### src/rtl/comparator_3bit_if.sv
// Operand and result bundle for the traffic-light comparator.
// The controller side (master) drives the operands; the comparator (slave)
// returns the combinational relation flags and the registered match tracking.
interface comparator_3bit_if #(
    parameter int WIDTH = 3,
    parameter int CNT_W = 8
);
    logic [WIDTH-1:0] val;
    logic [WIDTH-1:0] comp_with;
    logic             comp;
    logic             comp_lt;
    logic             comp_gt;
    logic             comp_q;
    logic             match_rise;
    logic [CNT_W-1:0] match_cnt;

    modport master (
        output val,
        output comp_with,
        input  comp,
        input  comp_lt,
        input  comp_gt,
        input  comp_q,
        input  match_rise,
        input  match_cnt
    );

    modport slave (
        input  val,
        input  comp_with,
        output comp,
        output comp_lt,
        output comp_gt,
        output comp_q,
        output match_rise,
        output match_cnt
    );
endinterface

### src/rtl/comparator_3bit.sv
// Magnitude/equality comparator between the phase timer and the light FSM.
// The relation flags are purely combinational so the FSM next-state logic
// sees equality in the same cycle. The registered side delays equality by one
// cycle, emits a single-cycle pulse on each false-to-true equality edge and
// keeps a saturating count of those edges.
module comparator_3bit #(
    parameter int WIDTH = 3,
    parameter int CNT_W = 8
) (
    input  logic            clk,
    input  logic            rst,
    comparator_3bit_if.slave bus
);
    localparam logic [CNT_W-1:0] CNT_MAX = '1;

    logic [WIDTH-1:0] op_a;
    logic [WIDTH-1:0] op_b;
    logic             eq;
    logic             prev_eq;
    logic             rise;

    assign op_a = bus.val;
    assign op_b = bus.comp_with;

    // Unsigned full-width relation between the operands; exactly one flag is high.
    always_comb begin
        eq          = (op_a == op_b);
        bus.comp    = eq;
        bus.comp_lt = (op_a < op_b);
        bus.comp_gt = (op_a > op_b);
    end

    // An equality edge is equality now with no equality seen at the previous edge,
    // regardless of which operand moved to make it true.
    assign rise = eq & ~prev_eq;

    // Registered equality, edge pulse and saturating edge counter.
    always_ff @(posedge clk) begin
        if (rst) begin
            bus.comp_q     <= 1'b0;
            prev_eq        <= 1'b0;
            bus.match_rise <= 1'b0;
            bus.match_cnt  <= '0;
        end else begin
            bus.comp_q     <= eq;
            prev_eq        <= eq;
            bus.match_rise <= rise;
            if (rise && (bus.match_cnt != CNT_MAX)) begin
                bus.match_cnt <= bus.match_cnt + 1'b1;
            end
        end
    end
endmodule

### src/flat_wrapper.sv
// flat-port wrapper written by rule: the top's interface ports become plain ports
module comparator_3bit_flat 
#(
    parameter int WIDTH = 3,
    parameter int CNT_W = 8
)
  (clk, rst, bus_val, bus_comp_with, bus_comp, bus_comp_lt, bus_comp_gt, bus_comp_q, bus_match_rise, bus_match_cnt);
  comparator_3bit_if #(.WIDTH(WIDTH), .CNT_W(CNT_W)) bus_i ();
  input  logic clk;
  input  logic rst;
  input wire logic [$bits(bus_i.val)-1:0] bus_val;
  input wire logic [$bits(bus_i.comp_with)-1:0] bus_comp_with;
  output wire logic [$bits(bus_i.comp)-1:0] bus_comp;
  output wire logic [$bits(bus_i.comp_lt)-1:0] bus_comp_lt;
  output wire logic [$bits(bus_i.comp_gt)-1:0] bus_comp_gt;
  output wire logic [$bits(bus_i.comp_q)-1:0] bus_comp_q;
  output wire logic [$bits(bus_i.match_rise)-1:0] bus_match_rise;
  output wire logic [$bits(bus_i.match_cnt)-1:0] bus_match_cnt;
  assign bus_i.val = bus_val;
  assign bus_i.comp_with = bus_comp_with;
  assign bus_comp = bus_i.comp;
  assign bus_comp_lt = bus_i.comp_lt;
  assign bus_comp_gt = bus_i.comp_gt;
  assign bus_comp_q = bus_i.comp_q;
  assign bus_match_rise = bus_i.match_rise;
  assign bus_match_cnt = bus_i.match_cnt;
  comparator_3bit #(.WIDTH(WIDTH), .CNT_W(CNT_W)) u_core (.clk(clk), .rst(rst), .bus(bus_i));
endmodule
### config.mk
export PLATFORM = sky130hd
export DESIGN_NAME = comparator_3bit_flat
export DESIGN_NICKNAME = d
export VERILOG_FILES = /design/src/rtl/comparator_3bit_if.sv /design/src/rtl/comparator_3bit.sv /design/src/flat_wrapper.sv
export SDC_FILE = /design/constraint.sdc
export NUM_CORES = 1
export LEC_CHECK = 0
export CAP_MARGIN = 30
export CORE_MARGIN = 10
export CORE_UTILIZATION = 37
export DETAILED_ROUTE_END_ITERATION = 8
export GPL_TIMING_DRIVEN = 1
export PLACE_DENSITY = 0.83
export SLEW_MARGIN = 0
export SYNTH_ARGS = -nofsm -noshare
export SYNTH_HDL_FRONTEND = slang
export SYNTH_SLANG_ARGS = --single-unit
### constraint.sdc
create_clock -name clk -period 1.5 [get_ports clk]
set_input_delay 0.3 -clock clk [delete_from_list [all_inputs] [get_ports clk]]
set_output_delay 0.3 -clock clk [all_outputs]
set_load 0.01 [all_outputs]
# [Yosys cells after proc, flatten, opt, wreduce, memory -nomap -nowiden]
# Cells that the tools add are included.
[classes] n_addsub=1 n_lt_le_gt_ge=2 eq_ne=2 n_bitwise=2 reduce_logical=1
[ops] operator="adder 8 x 1 -> 8 bit (second input constant)" n=1
[ops] operator="inequality test 8 bit (second input constant)" n=1
[ops] operator="== test 3 bit" n=1
[ops] operator="greater-than comparator 3 bit" n=1
[ops] operator="< comparator 3 bit" n=1
[ops] operator="bitwise AND 1 bit" n=1
[ops] operator="logical AND 1 bit" n=1
[ops] operator="inverter 1 bit" n=1
[word_totals] reg_bits=10 input_bits=8 out_inout_bits=13 wordCells=11

# [Longest topological paths before layout]
[logic_depth] depth_word=3 depth_mapped=7 depth_no_buf=6

# [Worst setup path before layout]
# Ideal clock, no wire load.
[synth_path] path_kind="input port to flip-flop" start="input port bus_comp_with[1]" end="register u_core.bus.match_cnt[3]" setup_ns=0.071 t_arrival_ns=1.460 required_time_ns=1.429 slack_ns=-0.031 path_stages=7 n_path_buf=1 cell_sequence="inv_1 -> ha_1 -> and4b_1 -> buf_6 -> nand4_4 -> or3_1 -> a21oi_1"
[synth_via] elab_chain_len=3
[synth_rtl] item="start: declaration" line_no="flat_wrapper.sv:12" text="input wire logic [$bits(bus_i.comp_with)-1:0] bus_comp_with;"
[synth_rtl] item="== test 3 bit" line_no="comparator_3bit.sv:27" text="eq = (op_a == op_b);"
[synth_rtl] item="bitwise AND 1 bit" line_no="comparator_3bit.sv:35" text="assign rise = eq & ~prev_eq;"
[synth_rtl] item="logical AND 1 bit" line_no="comparator_3bit.sv:48" text="if (rise && (bus.match_cnt != CNT_MAX)) begin"
[synth_rtl] item="end signal: assignment" line_no="comparator_3bit.sv:49" text="bus.match_cnt <= bus.match_cnt + 1'b1;"
[synth_rtl] item="end: declaration" line_no="comparator_3bit_if.sv:36" text="output match_cnt"
# No other way between the ends.
# A chain may end at the register's enable or synchronous reset.

# [Final worst setup path]
[layout_path] start="input port bus_comp_with[1]" end="output port bus_comp_gt"
[layout_via] elab_chain_len=1
[layout_rtl] item="greater-than comparator 3 bit" line_no="comparator_3bit.sv:30" text="bus.comp_gt = (op_a > op_b);"
[layout_rtl] item="end: declaration" line_no="flat_wrapper.sv:15" text="output wire logic [$bits(bus_i.comp_gt)-1:0] bus_comp_gt;"
# No other way between the ends.

==> impl_metrics.csv <==
group,metric,value,unit
place,hpwl,1260,um
global_routing,antenna_found_initial,0,
global_routing,track_usage,0.0977,
clock_network,hold_buffers,0,
timing,hold_viol,0,
timing,tns,0,ps
routing,drc,0,
logic_synthesis,netlist.top_cell.by_area,"dfxtp_1",
power_and_ir_drop,comb_power_share,0.228,
global_routing,grt_pass1_vias,562,
clock_network,cts_tree,"built",
clock_network,path_clk_slew,60,ps
floorplan,core_area,1330,um^2
final_layout,utilization,0.657,
logic_synthesis,async_reset_ff_frac,0,
logic_synthesis,yosysWarnings,0,
clock_network,cts.sinks,10,
place,gp_congestion,0.739,
timing,setup_violations,0,
logic_synthesis,synth.most_common_cell,"dfxtp_1",
power_and_ir_drop,clock_power_share,0.305,
setup_path,startpoint_type,"primary input",
place,portBuffers,20,
worst_hold_path,hold_path.class,"reg -> reg",
floorplan,initial_core_util,0.400,
routing,wl_met1,572,um
timing,worst_pin_slew,366,ps
logic_synthesis,avgSynthCellArea,8.88,um^2
logic_synthesis,synth-edff-count,0,
timing,skew,1.63,ps
final_layout,drive_above_1_share,0.429,
logic_synthesis,syn-cell-area,533,um^2
final_layout,nNetsFinal,105,
clock_network,cts_buffers,3,
logic_synthesis,ys_seq_area_frac,0.376,
power_and_ir_drop,peakVddDrop,0.392,mV
logic_synthesis,synthTopCellsByCount,"10 x dfxtp_1, 6 x inv_1, 6 x nor2_1, 6 x nor3_1",
timing,fin_crit_sh,0.950,
power_and_ir_drop,switchingPower,0.000154,W
routing,num_vias,559,
routing,wl_met2,876,um
setup_path,worstPathArrival,1120,ps
floorplan,die_h,58.0,um
routing,drt_iter0_markers,7,
timing,finalMaxSlewViolations,0,
logic_synthesis,synth_cells,60,
clock_network,clk_path_buf_depth,2,
routing,via_per_inst,5.27,
power_and_ir_drop,total_power,0.000587,W
logic_synthesis,ys.flop_type,"dfxtp_1",
routing,routed.top_layer,"met4",
logic_synthesis,ys_types,26,
final_layout,diodes,0,
floorplan,die_x,58.0,um
logic_synthesis,synthTopCellsByArea,"dfxtp_1 38%, ha_1 9.4%, nor3_1 5.6%",
timing,layout_min_cycle_time,1420,ps
final_layout,final_area,876,um^2
power_and_ir_drop,power.density,670,nW/um^2
setup_path,crit_required,1200,ps
routing,routed_wl,1560,um
routing,wl_per_cell,14.7,um
power_and_ir_drop,seq_power_share,0.467,
routing,firstDrtPassIters,2,
setup_path,worstSetupPathType,"in -> out",
clock_network,clock_latency,260,ps
clock_network,cts-root-buf,"clkbuf_4",
timing,fmax,702,MHz
routing,wl_met3,74,um
logic_synthesis,synth_top_area_frac,0.376,
floorplan,fp.dieArea,3360,um^2
setup_path,crit_path_end_kind,"primary output",
timing,slew_headroom,0.755,
floorplan,rows,13,
final_layout,synthToLayoutAreaGrowth,64.3,%
routing,ant_nets,0,
global_routing,grt_pass1_wl,2660,um
place,placed_cell_area,830,um^2
power_and_ir_drop,leakagePower,0.456,nW
logic_synthesis,synth-seq-cells,10,
floorplan,ios,21,
power_and_ir_drop,p_int,0.000433,W
outcome,status,"completed",
power_and_ir_drop,swShare,0.263,
global_routing,grt_max_degree,11,
clock_network,htreeDepth,1,
setup_path,worst-path-max-fanout,3,
flow_run,max_cap_viol_count,0,
global_routing,overflow,0,
logic_synthesis,syn_nets,72,
[critical path: stages]
cell,delay (ps)
buf_6,90
inv_2,50
ha_4,190
a21o_1,160
a21oi_2,140
nor2_1,60
buf_2,130
[metal layers]
metal,vias to the layer above,GRT usage
met5,-,0
met4,0,0.0470
met3,2,0.0349
met2,12,0.184
met1,265,0.0902
li1,280,-
[kinds of logic (layout without fill, tap and decap cells)]
group | count (synthesis) | after routing | share of synthesized area
adders and majority gates | 4 | 4 | 0.0939
xor gates and xnor gates | 2 | 2 | 0.0329
and+or+nand+nor | 23 | 23 | 0.254
buffers and inverters | 8 | 39 | 0.0704
muxes | 1 | 1 | 0.0188
AOI/OAI and AO/OA | 12 | 12 | 0.155
DFF | 10 | 10 | 0.376
[sequential cells by signal (all words and copies together), names as in the netlist]
name and cells:
u_core.bus.match_cnt 8, u_core.bus.match_rise 1, u_core.bus.comp_q 1
[layout make-up]
type | count | area (um^2)
flip-flops and latches | 10 | 201
inverters | 6 | 22.5
repair buffers | 30 | 246
clock buffers | 3 | 22.5
multi-input cells | 42 | 364
well taps | 15 | 18.8
fillers | 117 | 458
[path summary, 6_finish.rpt]
check                                             start  cells after the start  slack (ps)                       to
worst max-delay path                   bus_comp_with[1]                      7          80              bus_comp_gt
worst min-delay path                  u_core.bus.comp_q                      1         460    u_core.bus.match_rise
worst max register to register  u_core.bus.match_cnt[0]                      6         100  u_core.bus.match_cnt[3]
worst min register to register        u_core.bus.comp_q                      1         460    u_core.bus.match_rise
[cell usage in the layout, fill, tap and decap left out, drive strengths merged, types with 2 or more instances in the layout]
cell type | Yosys | routed
a31oi | 2 | 2
nor3 | 6 | 6
nor2 | 6 | 6
dfxtp | 10 | 10
xor2 | 2 | 2
inv | 6 | 6
dlygate4sd2 | 0 | 6
a21oi | 4 | 4
buf | 1 | 15
ha | 4 | 4
dlymetal6s2s | 0 | 3
nand2 | 2 | 2
nand3 | 2 | 2
clkbuf | 1 | 7
clkdlybuf4s50 | 0 | 2
[stage by stage]
stage	std cells	hold slack (ps)	setup WS, ps
after floorplan	60	505	-15.9
after global placement	102	456	-694
after detailed placement	102	452	-727
after CTS	106	462	0.784
after global routing	106	495	-20.9
final	106	457	75.4
[what timing repair did]
| action | CTS | global route |
|---|---|---|
| gates resized for setup | 41 | 16 |
| pin swaps | 12 | 9 |
| buffers inserted | 1 | 0 |
| setup endpoints to repair | 17 | 10 |
[power groups by stage]
stage / Clock [W] / Sequential (W) / Combinational [W]
6_report: 0.000179 / 0.000274 / 0.000134
5_1_grt: 0.000200 / 0.000275 / 0.000147
4_1_cts: 0.000189 / 0.000274 / 0.000134
3_5_place_dp: 0 / 0.000281 / 0.000127
3_3_place_gp: 0 / 0.000280 / 0.000123
2_1_floorplan: 0 / 0.000287 / 0.0000540
(Power assumes the default switching activity.)
